[config.mk]
export PLATFORM = sky130hd
export DESIGN_NAME = sort_job_ctrl_flat
export DESIGN_NICKNAME = d
export VERILOG_FILES = /design/src/rtl/sort_job_ctrl_pkg.sv /design/src/rtl/sort_job_ctrl_if.sv /design/src/rtl/sort_job_ctrl_rr_arbiter.sv /design/src/rtl/sort_job_ctrl.sv /design/src/flat_wrapper.sv
export SDC_FILE = /design/constraint.sdc
export NUM_CORES = 1
export LEC_CHECK = 0
export CAP_MARGIN = 25
export CELL_PAD_IN_SITES_DETAIL_PLACEMENT = 1
export CELL_PAD_IN_SITES_GLOBAL_PLACEMENT = 2
export CORE_AREA = 2 2 140 142
export DETAILED_ROUTE_END_ITERATION = 8
export DIE_AREA = 0 0 142 144
export DONT_BUFFER_PORTS = 1
export PLACE_DENSITY_LB_ADDON = 0.1
export SKIP_CTS_REPAIR_TIMING = 1
export SLEW_MARGIN = 20
export SYNTH_ARGS = -nofsm -noshare
export SYNTH_HDL_FRONTEND = slang
export SYNTH_SLANG_ARGS = --single-unit
[constraint.sdc]
create_clock -name clk -period 4.2 [get_ports clk]
set_input_delay 1.26 -clock clk [delete_from_list [all_inputs] [get_ports clk]]
set_output_delay 1.26 -clock clk [all_outputs]
set_load 0.01 [all_outputs]
[src/rtl/sort_job_ctrl_pkg.sv]
// Shared types and helpers for the sort job controller: FSM state encoding,
// error-counter width and the round-robin winner search.
package sort_ctrl_pkg;

  localparam int unsigned ERR_CNT_W = 8;

  // Widest supported requester set; narrower sets are zero-padded up to this.
  localparam int unsigned MAX_R     = 8;
  localparam int unsigned MAX_IDX_W = 3;

  typedef enum logic [1:0] {
    StIdle,
    StLaunch,
    StWait,
    StResp
  } ctrl_state_t;

  // Returns the first set request at or after ptr+1, wrapping to 0. Positions
  // at or above the real requester count are zero, so the wrap at MAX_R-1 gives
  // the same order as a wrap at R-1. With no request set, ptr is returned.
  function automatic logic [MAX_IDX_W-1:0] rr_next(input logic [MAX_IDX_W-1:0] ptr,
                                                   input logic [MAX_R-1:0]     req);
    logic [MAX_IDX_W-1:0] idx;
    rr_next = ptr;
    // Walk from the furthest offset down so the nearest request wins last.
    for (int i = MAX_R; i >= 1; i--) begin
      idx = ptr + MAX_IDX_W'(i);
      if (req[idx]) begin
        rr_next = idx;
      end
    end
  endfunction

endpackage

[src/rtl/sort_job_ctrl_if.sv]
// Request, response and engine-side signals of the sort job controller.
// The controller uses the slave modport; its environment uses master.
interface sort_job_ctrl_if #(
  parameter int unsigned R     = 4,
  parameter int unsigned N     = 6,
  parameter int unsigned WIDTH = 8
);

  localparam int unsigned IdW = $clog2(R);

  logic [R-1:0]                      req_valid;
  logic [R-1:0][N-1:0][WIDTH-1:0]    req_data;
  logic [R-1:0]                      req_ready;

  logic                              rsp_valid;
  logic                              rsp_ready;
  logic [IdW-1:0]                    rsp_id;
  logic [N-1:0][WIDTH-1:0]           rsp_data;
  logic                              rsp_err;

  logic                              srt_start;
  logic [N-1:0][WIDTH-1:0]           srt_data;
  logic                              srt_done;
  logic [N-1:0][WIDTH-1:0]           srt_sorted;

  modport slave (
    input  req_valid, req_data, rsp_ready, srt_done, srt_sorted,
    output req_ready, rsp_valid, rsp_id, rsp_data, rsp_err, srt_start, srt_data
  );

  modport master (
    output req_valid, req_data, rsp_ready, srt_done, srt_sorted,
    input  req_ready, rsp_valid, rsp_id, rsp_data, rsp_err, srt_start, srt_data
  );

endinterface

[src/rtl/sort_job_ctrl_rr_arbiter.sv]
// Round-robin arbiter: searches from ptr+1 with wrap-around and reports a
// one-hot grant, its index and the pointer value to adopt on acceptance.
module rr_arbiter
  import sort_ctrl_pkg::*;
#(
  parameter int unsigned R = 4
) (
  input  logic [R-1:0]          req,
  input  logic [$clog2(R)-1:0]  ptr,
  input  logic                  en,
  output logic [R-1:0]          gnt,
  output logic [$clog2(R)-1:0]  gnt_idx,
  output logic [$clog2(R)-1:0]  ptr_nxt
);

  localparam int unsigned IdxW = $clog2(R);

  logic [MAX_R-1:0]     req_pad;
  logic [MAX_IDX_W-1:0] win;

  assign req_pad = MAX_R'(req);
  assign win     = rr_next(MAX_IDX_W'(ptr), req_pad);

  // The winner is always below R; decode it back to the local index width.
  always_comb begin
    gnt_idx = '0;
    for (int i = 0; i < R; i++) begin
      if (win == MAX_IDX_W'(i)) begin
        gnt_idx = IdxW'(i);
      end
    end
  end

  always_comb begin
    gnt     = '0;
    ptr_nxt = ptr;
    if (en && (|req)) begin
      gnt[gnt_idx] = 1'b1;
      ptr_nxt      = gnt_idx;
    end
  end

endmodule

[src/rtl/sort_job_ctrl.sv]
// Time-shares one sort engine between R requesters: arbitrates, launches the
// engine with a held vector, waits under a watchdog and returns a tagged result.
module sort_job_ctrl
  import sort_ctrl_pkg::*;
#(
  parameter int unsigned R       = 4,
  parameter int unsigned N       = 6,
  parameter int unsigned WIDTH   = 8,
  parameter int unsigned TIMEOUT = 64
) (
  input  logic                 clk,
  input  logic                 rst,
  sort_job_ctrl_if.slave       bus,
  output logic                 busy,
  output logic [ERR_CNT_W-1:0] err_count
);

  localparam int unsigned IdxW = $clog2(R);
  localparam int unsigned WdW  = $clog2(TIMEOUT);

  typedef logic [N-1:0][WIDTH-1:0] vec_t;

  ctrl_state_t          state_q, state_d;
  logic [IdxW-1:0]      ptr_q, ptr_nxt, gnt_idx;
  logic [R-1:0]         gnt;
  logic                 arb_en;
  logic                 accept;
  logic                 wd_expire;
  logic [WdW-1:0]       wd_q;

  logic                 srt_start_q;
  vec_t                 srt_data_q;
  logic [IdxW-1:0]      rsp_id_q;
  vec_t                 rsp_data_q;
  logic                 rsp_err_q;
  logic [ERR_CNT_W-1:0] err_cnt_q;

  rr_arbiter #(
    .R(R)
  ) u_arb (
    .req     (bus.req_valid),
    .ptr     (ptr_q),
    .en      (arb_en),
    .gnt     (gnt),
    .gnt_idx (gnt_idx),
    .ptr_nxt (ptr_nxt)
  );

  assign accept    = |gnt;
  assign wd_expire = (wd_q == WdW'(TIMEOUT - 1));

  always_comb begin
    state_d = state_q;
    arb_en  = 1'b0;
    unique case (state_q)
      StIdle: begin
        arb_en = 1'b1;
        if (|bus.req_valid) begin
          state_d = StLaunch;
        end
      end
      StLaunch: begin
        state_d = StWait;
      end
      StWait: begin
        if (bus.srt_done || wd_expire) begin
          state_d = StResp;
        end
      end
      StResp: begin
        if (bus.rsp_ready) begin
          state_d = StIdle;
        end
      end
      default: begin
        state_d = StIdle;
      end
    endcase
  end

  always_ff @(posedge clk) begin
    if (rst) begin
      state_q     <= StIdle;
      ptr_q       <= IdxW'(R - 1);
      srt_start_q <= 1'b0;
    end else begin
      state_q     <= state_d;
      // Acceptance only happens in IDLE, so this is a one-cycle pulse in LAUNCH.
      srt_start_q <= accept;
      if (accept) begin
        ptr_q <= ptr_nxt;
      end
    end
  end

  // The engine input and the response tag stay put until the next acceptance.
  always_ff @(posedge clk) begin
    if (rst) begin
      srt_data_q <= '0;
      rsp_id_q   <= '0;
    end else if (accept) begin
      srt_data_q <= bus.req_data[gnt_idx];
      rsp_id_q   <= gnt_idx;
    end
  end

  always_ff @(posedge clk) begin
    if (rst) begin
      wd_q <= '0;
    end else if (state_q == StLaunch) begin
      wd_q <= '0;
    end else if (state_q == StWait) begin
      wd_q <= wd_q + WdW'(1);
    end
  end

  // A done pulse takes priority over a watchdog expiry in the same cycle.
  always_ff @(posedge clk) begin
    if (rst) begin
      rsp_data_q <= '0;
      rsp_err_q  <= 1'b0;
      err_cnt_q  <= '0;
    end else if (state_q == StWait) begin
      if (bus.srt_done) begin
        rsp_data_q <= bus.srt_sorted;
        rsp_err_q  <= 1'b0;
      end else if (wd_expire) begin
        rsp_data_q <= '0;
        rsp_err_q  <= 1'b1;
        if (err_cnt_q != '1) begin
          err_cnt_q <= err_cnt_q + ERR_CNT_W'(1);
        end
      end
    end
  end

  assign bus.req_ready = gnt;
  assign bus.rsp_valid = (state_q == StResp);
  assign bus.rsp_id    = rsp_id_q;
  assign bus.rsp_data  = rsp_data_q;
  assign bus.rsp_err   = rsp_err_q;
  assign bus.srt_start = srt_start_q;
  assign bus.srt_data  = srt_data_q;
  assign busy          = (state_q != StIdle);
  assign err_count     = err_cnt_q;

endmodule
[src/flat_wrapper.sv]
// flat-port wrapper written by rule: the top's interface ports become plain ports
module sort_job_ctrl_flat import sort_ctrl_pkg::*;
#(
  parameter int unsigned R       = 4,
  parameter int unsigned N       = 6,
  parameter int unsigned WIDTH   = 8,
  parameter int unsigned TIMEOUT = 64
)
  (clk, rst, busy, err_count, bus_req_valid, bus_req_data, bus_rsp_ready, bus_srt_done, bus_srt_sorted, bus_req_ready, bus_rsp_valid, bus_rsp_id, bus_rsp_data, bus_rsp_err, bus_srt_start, bus_srt_data);
  sort_job_ctrl_if #(.R(R), .N(N), .WIDTH(WIDTH)) bus_i ();
  input  logic clk;
  input  logic rst;
  output logic busy;
  output logic [ERR_CNT_W-1:0] err_count;
  input wire logic [$bits(bus_i.req_valid)-1:0] bus_req_valid;
  input wire logic [$bits(bus_i.req_data)-1:0] bus_req_data;
  input wire logic [$bits(bus_i.rsp_ready)-1:0] bus_rsp_ready;
  input wire logic [$bits(bus_i.srt_done)-1:0] bus_srt_done;
  input wire logic [$bits(bus_i.srt_sorted)-1:0] bus_srt_sorted;
  output wire logic [$bits(bus_i.req_ready)-1:0] bus_req_ready;
  output wire logic [$bits(bus_i.rsp_valid)-1:0] bus_rsp_valid;
  output wire logic [$bits(bus_i.rsp_id)-1:0] bus_rsp_id;
  output wire logic [$bits(bus_i.rsp_data)-1:0] bus_rsp_data;
  output wire logic [$bits(bus_i.rsp_err)-1:0] bus_rsp_err;
  output wire logic [$bits(bus_i.srt_start)-1:0] bus_srt_start;
  output wire logic [$bits(bus_i.srt_data)-1:0] bus_srt_data;
  assign bus_i.req_valid = bus_req_valid;
  assign bus_i.req_data = bus_req_data;
  assign bus_i.rsp_ready = bus_rsp_ready;
  assign bus_i.srt_done = bus_srt_done;
  assign bus_i.srt_sorted = bus_srt_sorted;
  assign bus_req_ready = bus_i.req_ready;
  assign bus_rsp_valid = bus_i.rsp_valid;
  assign bus_rsp_id = bus_i.rsp_id;
  assign bus_rsp_data = bus_i.rsp_data;
  assign bus_rsp_err = bus_i.rsp_err;
  assign bus_srt_start = bus_i.srt_start;
  assign bus_srt_data = bus_i.srt_data;
  sort_job_ctrl #(.R(R), .N(N), .WIDTH(WIDTH), .TIMEOUT(TIMEOUT)) u_core (.clk(clk), .rst(rst), .bus(bus_i), .busy(busy), .err_count(err_count));
endmodule
Yosys cells after proc, flatten, opt, wreduce, memory -nomap -nowiden
Index checks and enable logic that the tools add are counted.

Register bits after elaboration: 118. Bits of input ports: 248. Output and inout port bits: 114. Logic and storage cells: 100.

Add/sub/neg operators: 9. Magnitude comparators: 9. Eq/ne operators: 11. Muxes and demuxes: 38. Bitwise gates (word level): 1. Reductions and logical operators: 13.

Operators with widths (number): $mux 48 (3); $bmux 48 s2 (1); $lt 3x4->1 const B (7); $bmux 1 s3 (7); $mux 3 (7); $add 2x3->3 const B (4); $mux 1 (12); $mux 2 (5); $add 8x1->8 const B (1); $ne 8x8->1 const B (1); $pmux 2 s4 (1); $reduce_or 4->1 (2); $add 2x2->3 const B (2); $add 6x1->6 const B (1); $eq 3x2->1 const B (2); $eq 6x6->1 const B (1); $eq 2x2->1 const B (2); $mux 4 (1); $ne 2x1->1 const B (2); $reduce_and 2->1 (2); $reduce_and 4->1 (1); $reduce_bool 2->1 (2); $add 2x1->3 const B (1); $eq 3x1->1 const B (1); other kinds (11) (12).

Depth between registers and ports, before layout
Word-level depth: 21. Gate-level depth with buffers: 12. Gate-level depth less buffers: 8.

Hierarchy
From an unflattened synthesis, not the netlist that was laid out.

Cells, all modules: 670. Area total of the unflattened synthesis: 5973.2 sq um.

By module, submodules not included: sort_job_ctrl (instances 1, cells each 619, area each 5587.9 sq um, sequential area each 2362.3 sq um); rr_arbiter (instances 1, cells each 51, area each 385.4 sq um, sequential area each 0.0 sq um).

Least setup slack after synthesis
OpenSTA, ideal clock, no wires.

Kind: input to output. From: input port bus_req_valid[2]. To: output port bus_req_ready[0]. Arrival time: 2.731 ns. Required time: 2.940 ns. Path slack: 0.209 ns. Cell stages on the path: 8. Buffers on the path: 3. Cells stage by stage: mux2i_1 -> nor4_1 -> o22ai_1 -> a31o_2 -> buf_6 -> buf_4 -> buf_4 -> nor3_1.

Cells in the longest elaborated chain, start to end: 18.

RTL lines: start, declared (line flat_wrapper.sv:15) `input wire logic [$bits(bus_i.req_valid)-1:0] bus_req_valid;`; $bmux 1 s3 (line sort_job_ctrl_pkg.sv:28) `if (req[idx]) begin`; $mux 1 (not written as such) (line sort_job_ctrl_pkg.sv:28); $mux 3 (7 in series) (line sort_job_ctrl_pkg.sv:28); $eq 3x1->1 (line sort_job_ctrl_rr_arbiter.sv:28) `if (win == MAX_IDX_W'(i)) begin`; $mux 1 (line sort_job_ctrl_rr_arbiter.sv:28); $mux 2 (2 in series) (line sort_job_ctrl_rr_arbiter.sv:28); $lt 2x3->1 (not written as such) / $ge 2x1->1 (equally long branches) (line sort_job_ctrl_rr_arbiter.sv:38) `gnt[gnt_idx] = 1'b1;`; $logic_and 1x1->1 (not written as such) (line sort_job_ctrl_rr_arbiter.sv:38); $mux 1 (not written as such) (line sort_job_ctrl_rr_arbiter.sv:38); $demux 1 s2 (line sort_job_ctrl_rr_arbiter.sv:38); $mux 4 * (line sort_job_ctrl_rr_arbiter.sv:37) `if (en && (|req)) begin`; end, declared (line flat_wrapper.sv:20) `output wire logic [$bits(bus_i.req_ready)-1:0] bus_req_ready;`.

Every way passes the cells marked *; elsewhere a longest branch is shown, timed or not. The select of a mux whose other input is x is not followed.

Final worst setup path
From: register u_core.ptr_q[0]. To: output port bus_req_ready[0].

Cells in the longest elaborated chain, start to end: 19.

RTL lines: start, declared (line sort_job_ctrl.sv:24) `logic [IdxW-1:0] ptr_q, ptr_nxt, gnt_idx;`; start signal, assigned (line sort_job_ctrl.sv:84) `ptr_q <= IdxW'(R - 1);`; start signal, assigned (line sort_job_ctrl.sv:91) `ptr_q <= ptr_nxt;`; $add 2x3->3 (line sort_job_ctrl_pkg.sv:27) `idx = ptr + MAX_IDX_W'(i);`; $bmux 1 s3 (line sort_job_ctrl_pkg.sv:28); $mux 1 (not written as such) (line sort_job_ctrl_pkg.sv:28); $mux 3 (6 in series) (line sort_job_ctrl_pkg.sv:28); $mux 3 * (line sort_job_ctrl_pkg.sv:28); $eq 3x1->1 (line sort_job_ctrl_rr_arbiter.sv:28); $mux 1 (line sort_job_ctrl_rr_arbiter.sv:28); $mux 2 (line sort_job_ctrl_rr_arbiter.sv:28); $mux 2 * (line sort_job_ctrl_rr_arbiter.sv:28); $lt 2x3->1 (not written as such) / $ge 2x1->1 (equally long branches) (line sort_job_ctrl_rr_arbiter.sv:38); $logic_and 1x1->1 (not written as such) (line sort_job_ctrl_rr_arbiter.sv:38); $mux 1 (not written as such) (line sort_job_ctrl_rr_arbiter.sv:38); $demux 1 s2 * (line sort_job_ctrl_rr_arbiter.sv:38); $mux 4 * (line sort_job_ctrl_rr_arbiter.sv:37).

Marks and branches as above.

==> flow_metrics.py <==
metrics = {
    "outcome": {
        "outcome": "complete, no violations",
    },
    "min_path": {
        "min_from": "u_core.wd_q[5]",
        "hold_end": "u_core.wd_q[5]",
        "min_path_type": "register to register",
        "hold_depth": 2,
    },
    "global_route": {
        "grt_pass1_wl_mm": 29.3,
        "grt_pass1_vias": 5184,
        "grt-ovfl-total": 0,
        "grt_start_max_net_pins": 97,
        "antenna_found_initial": 1,
        "grt_use_total_pct": 18.7,
    },
    "sta": {
        "hold_ws_ns": 0.488,
        "relSlewSlack_pct": 52.2,
        "fmax_mhz": 260,
        "rsz0062_at_grt": "no",
        "finClkSkew_ns": 0.00921,
        "setup_viol": 0,
        "final_hold_viol_count": 0,
        "tns_ns": 0,
        "final_max_slew_viol_count": 0,
        "worst_slew_pin_slew_ns": 0.717,
        "finalCriticalPeriod_ns": 3.85,
        "fin_crit_sh_pct": 91.7,
    },
    "clocking": {
        "cts_tree": "yes",
        "clock_latency_ns": 0.41,
        "numCtsBuffers": 17,
        "cts.sinks": 118,
        "path_clk_slew_ns": 0.05,
        "htreeDepth": 4,
        "clock_path_buffers": 2,
        "root_buffer": "clkbuf_16",
    },
    "setup_path": {
        "arrival_ns": 2.59,
        "crit_type": "register to primary output",
        "cp_max_fo": 11,
        "r2r-end": "u_core.bus.srt_data[2]",
        "critPathRequiredTime_ns": 2.94,
        "r2r.worst_path.cells": 8,
        "crit_path_start_kind": "register",
        "rr_startpoint": "u_core.ptr_q[0]",
        "end_kind": "primary output",
        "r2r_slack_ns": 0.86,
    },
    "floorplan": {
        "core_mm2": 0.0191,
        "die_width_um": 142,
        "io_pins": 362,
        "die_y_um": 144,
        "fp.dieArea_mm2": 0.0204,
        "num_rows": 51,
        "start_util_pct": 31.2,
    },
    "cells_and_area": {
        "stdcell_count": 906,
        "final_area_mm2": 0.00667,
        "final_cell_mix": "117 x dfxtp_1, 90 x nand2_1, 83 x mux2i_1",
        "drive_above_1_share_pct": 11.1,
        "final_nets": 912,
        "layout_commonest_cell": "dfxtp_1",
        "antenna_cells": 0,
        "syn2layout_area_growth_pct": 12.1,
    },
    "drt": {
        "postRouteAntennaNets": 0,
        "drt_iter0_drc": 227,
        "vias": 5033,
        "wl_mm": 20.2,
        "drt_pass1_iterations": 4,
        "drc_errors": 0,
        "avgViaCountPerCell": 5.56,
        "wl_per_cell_um": 22.2,
    },
    "power_and_ir_drop": {
        "vdd.ir_drop.worst_v": 0.000584,
        "power_density_mw_per_mm2": 784,
        "p_leak_nw": 2.51,
    },
    "synthesis": {
        "synth_cell_types": 38,
        "ys_async_sr_fraction_pct": 0,
        "ys_seq_elements": 118,
        "syn-cell-area_mm2": 0.00595,
        "synth-main-ff-cell": "dfxtp_1",
        "syn_nets": 942,
        "synth.yosys.warnings": 0,
        "seq_area_frac_synth_pct": 39.7,
        "syn_area_per_cell_um2": 8.69,
        "synthCells": 685,
        "synth_edf_count": 0,
    },
    "placed_design": {
        "hpwl_mm": 14.8,
        "dpl_cell_area_mm2": 0.00607,
        "gp_congestion": 0.836,
        "place_inst": 873,
        "portBuffers": 0,
    },
    "job": {
        "drv_cap": 0,
    },
}
## power breakdown
group | internal, mW | leakage (nW) | switching (mW) | total, mW
logic | 0.914 | 1.27 | 1.17 | 2.08
registers | 1.38 | 0.965 | 0.327 | 1.70
clock network | 0.892 | 0.271 | 0.560 | 1.45
## through the flow
step | setup WS, ns | power [mW] | utilization [%]
5_1_grt | 0.133 | 5.56 | 35.0
3_5_place_dp | 0.270 | 3.82 | 31.8
3_3_place_gp | 0.402 | 3.75 | 31.8
2_1_floorplan | 0.209 | 3.39 | -
6_report | 0.349 | 5.23 | 35.0
4_1_cts | 0.0265 | 5.29 | 34.9
## state kept, by name (all words and copies together) (netlist names)
register              flops
u_core.bus.rsp_data      48
u_core.bus.rsp_err        1
u_core.bus.rsp_id         2
u_core.bus.srt_data      48
u_core.bus.srt_start      1
u_core.err_count          8
u_core.ptr_q              2
u_core.state_q            2
u_core.wd_q               6
## area by class of cell
| cell class | count | area (um^2) |
|---|---|---|
| well taps | 238 | 298 |
| clock buffers | 18 | 439 |
| inverters | 10 | 37.5 |
| fillers | 2194 | 12400 |
| clock inverters | 14 | 150 |
| flip-flops and latches | 118 | 2360 |
| multi-input cells | 497 | 3290 |
| repair buffers | 11 | 95.1 |
## per-layer routing
| layer | routed length, um | up-vias | GRT usage (%) |
|---|---|---|---|
| li1 | - | 2386 | - |
| met1 | 7870 | 2419 | 20.6 |
| met2 | 10400 | 205 | 33.8 |
| met3 | 1620 | 21 | 6.95 |
| met4 | 269 | 2 | 5.47 |
| met5 | 12 | - | 0 |
## worst max path at each step
| stage | startpoint | to |
|---|---|---|
| 3_5_place_dp | bus_req_valid[3] | bus_req_ready[1] |
| 4_1_cts | u_core.ptr_q[0] | bus_req_ready[1] |
| 3_3_place_gp | bus_req_valid[3] | bus_req_ready[1] |
| 6_report | u_core.ptr_q[0] | bus_req_ready[0] |
| 2_1_floorplan | bus_req_valid[2] | bus_req_ready[0] |
| 5_1_grt | u_core.ptr_q[0] | bus_req_ready[1] |
## cells by family after synthesis
group,after synthesis,share of synthesized area [%]
buffers and inverters,70,5.38
multiplexers,105,18.4
AO/OA/AOI/OAI,143,16.8
flip-flops,118,39.7
AND/OR/NAND/NOR,231,16.6
XOR/XNOR,9,1.32
adder cells (fa/ha/maj),9,1.89
## synth_stat cells, types with 7 or more instances
cell,n,area share [%]
o32ai_1,23,3.4
nand3_1,51,4.3
inv_1,10,0.63
buf_2,7,0.59
nor2_1,66,4.2
a21oi_1,56,4.7
mux2_2,18,3.4
buf_4,7,0.88
nand2_1,91,5.7
xor2_1,7,1.0
mux2i_1,83,14
dfxtp_1,118,40
o221ai_1,26,3.8
ha_1,9,1.9
clkbuf_1,39,2.5
o21bai_1,24,3.0
## critical path, stage by stage (launching register included)
cell	delay, ns
dfxtp_2	0.47
inv_1	0.13
ha_1	0.42
inv_1	0.12
nor4_1	0.29
o22ai_1	0.14
a31o_4	0.26
nor3_1	0.35
Power figures use the tool's default switching activity.
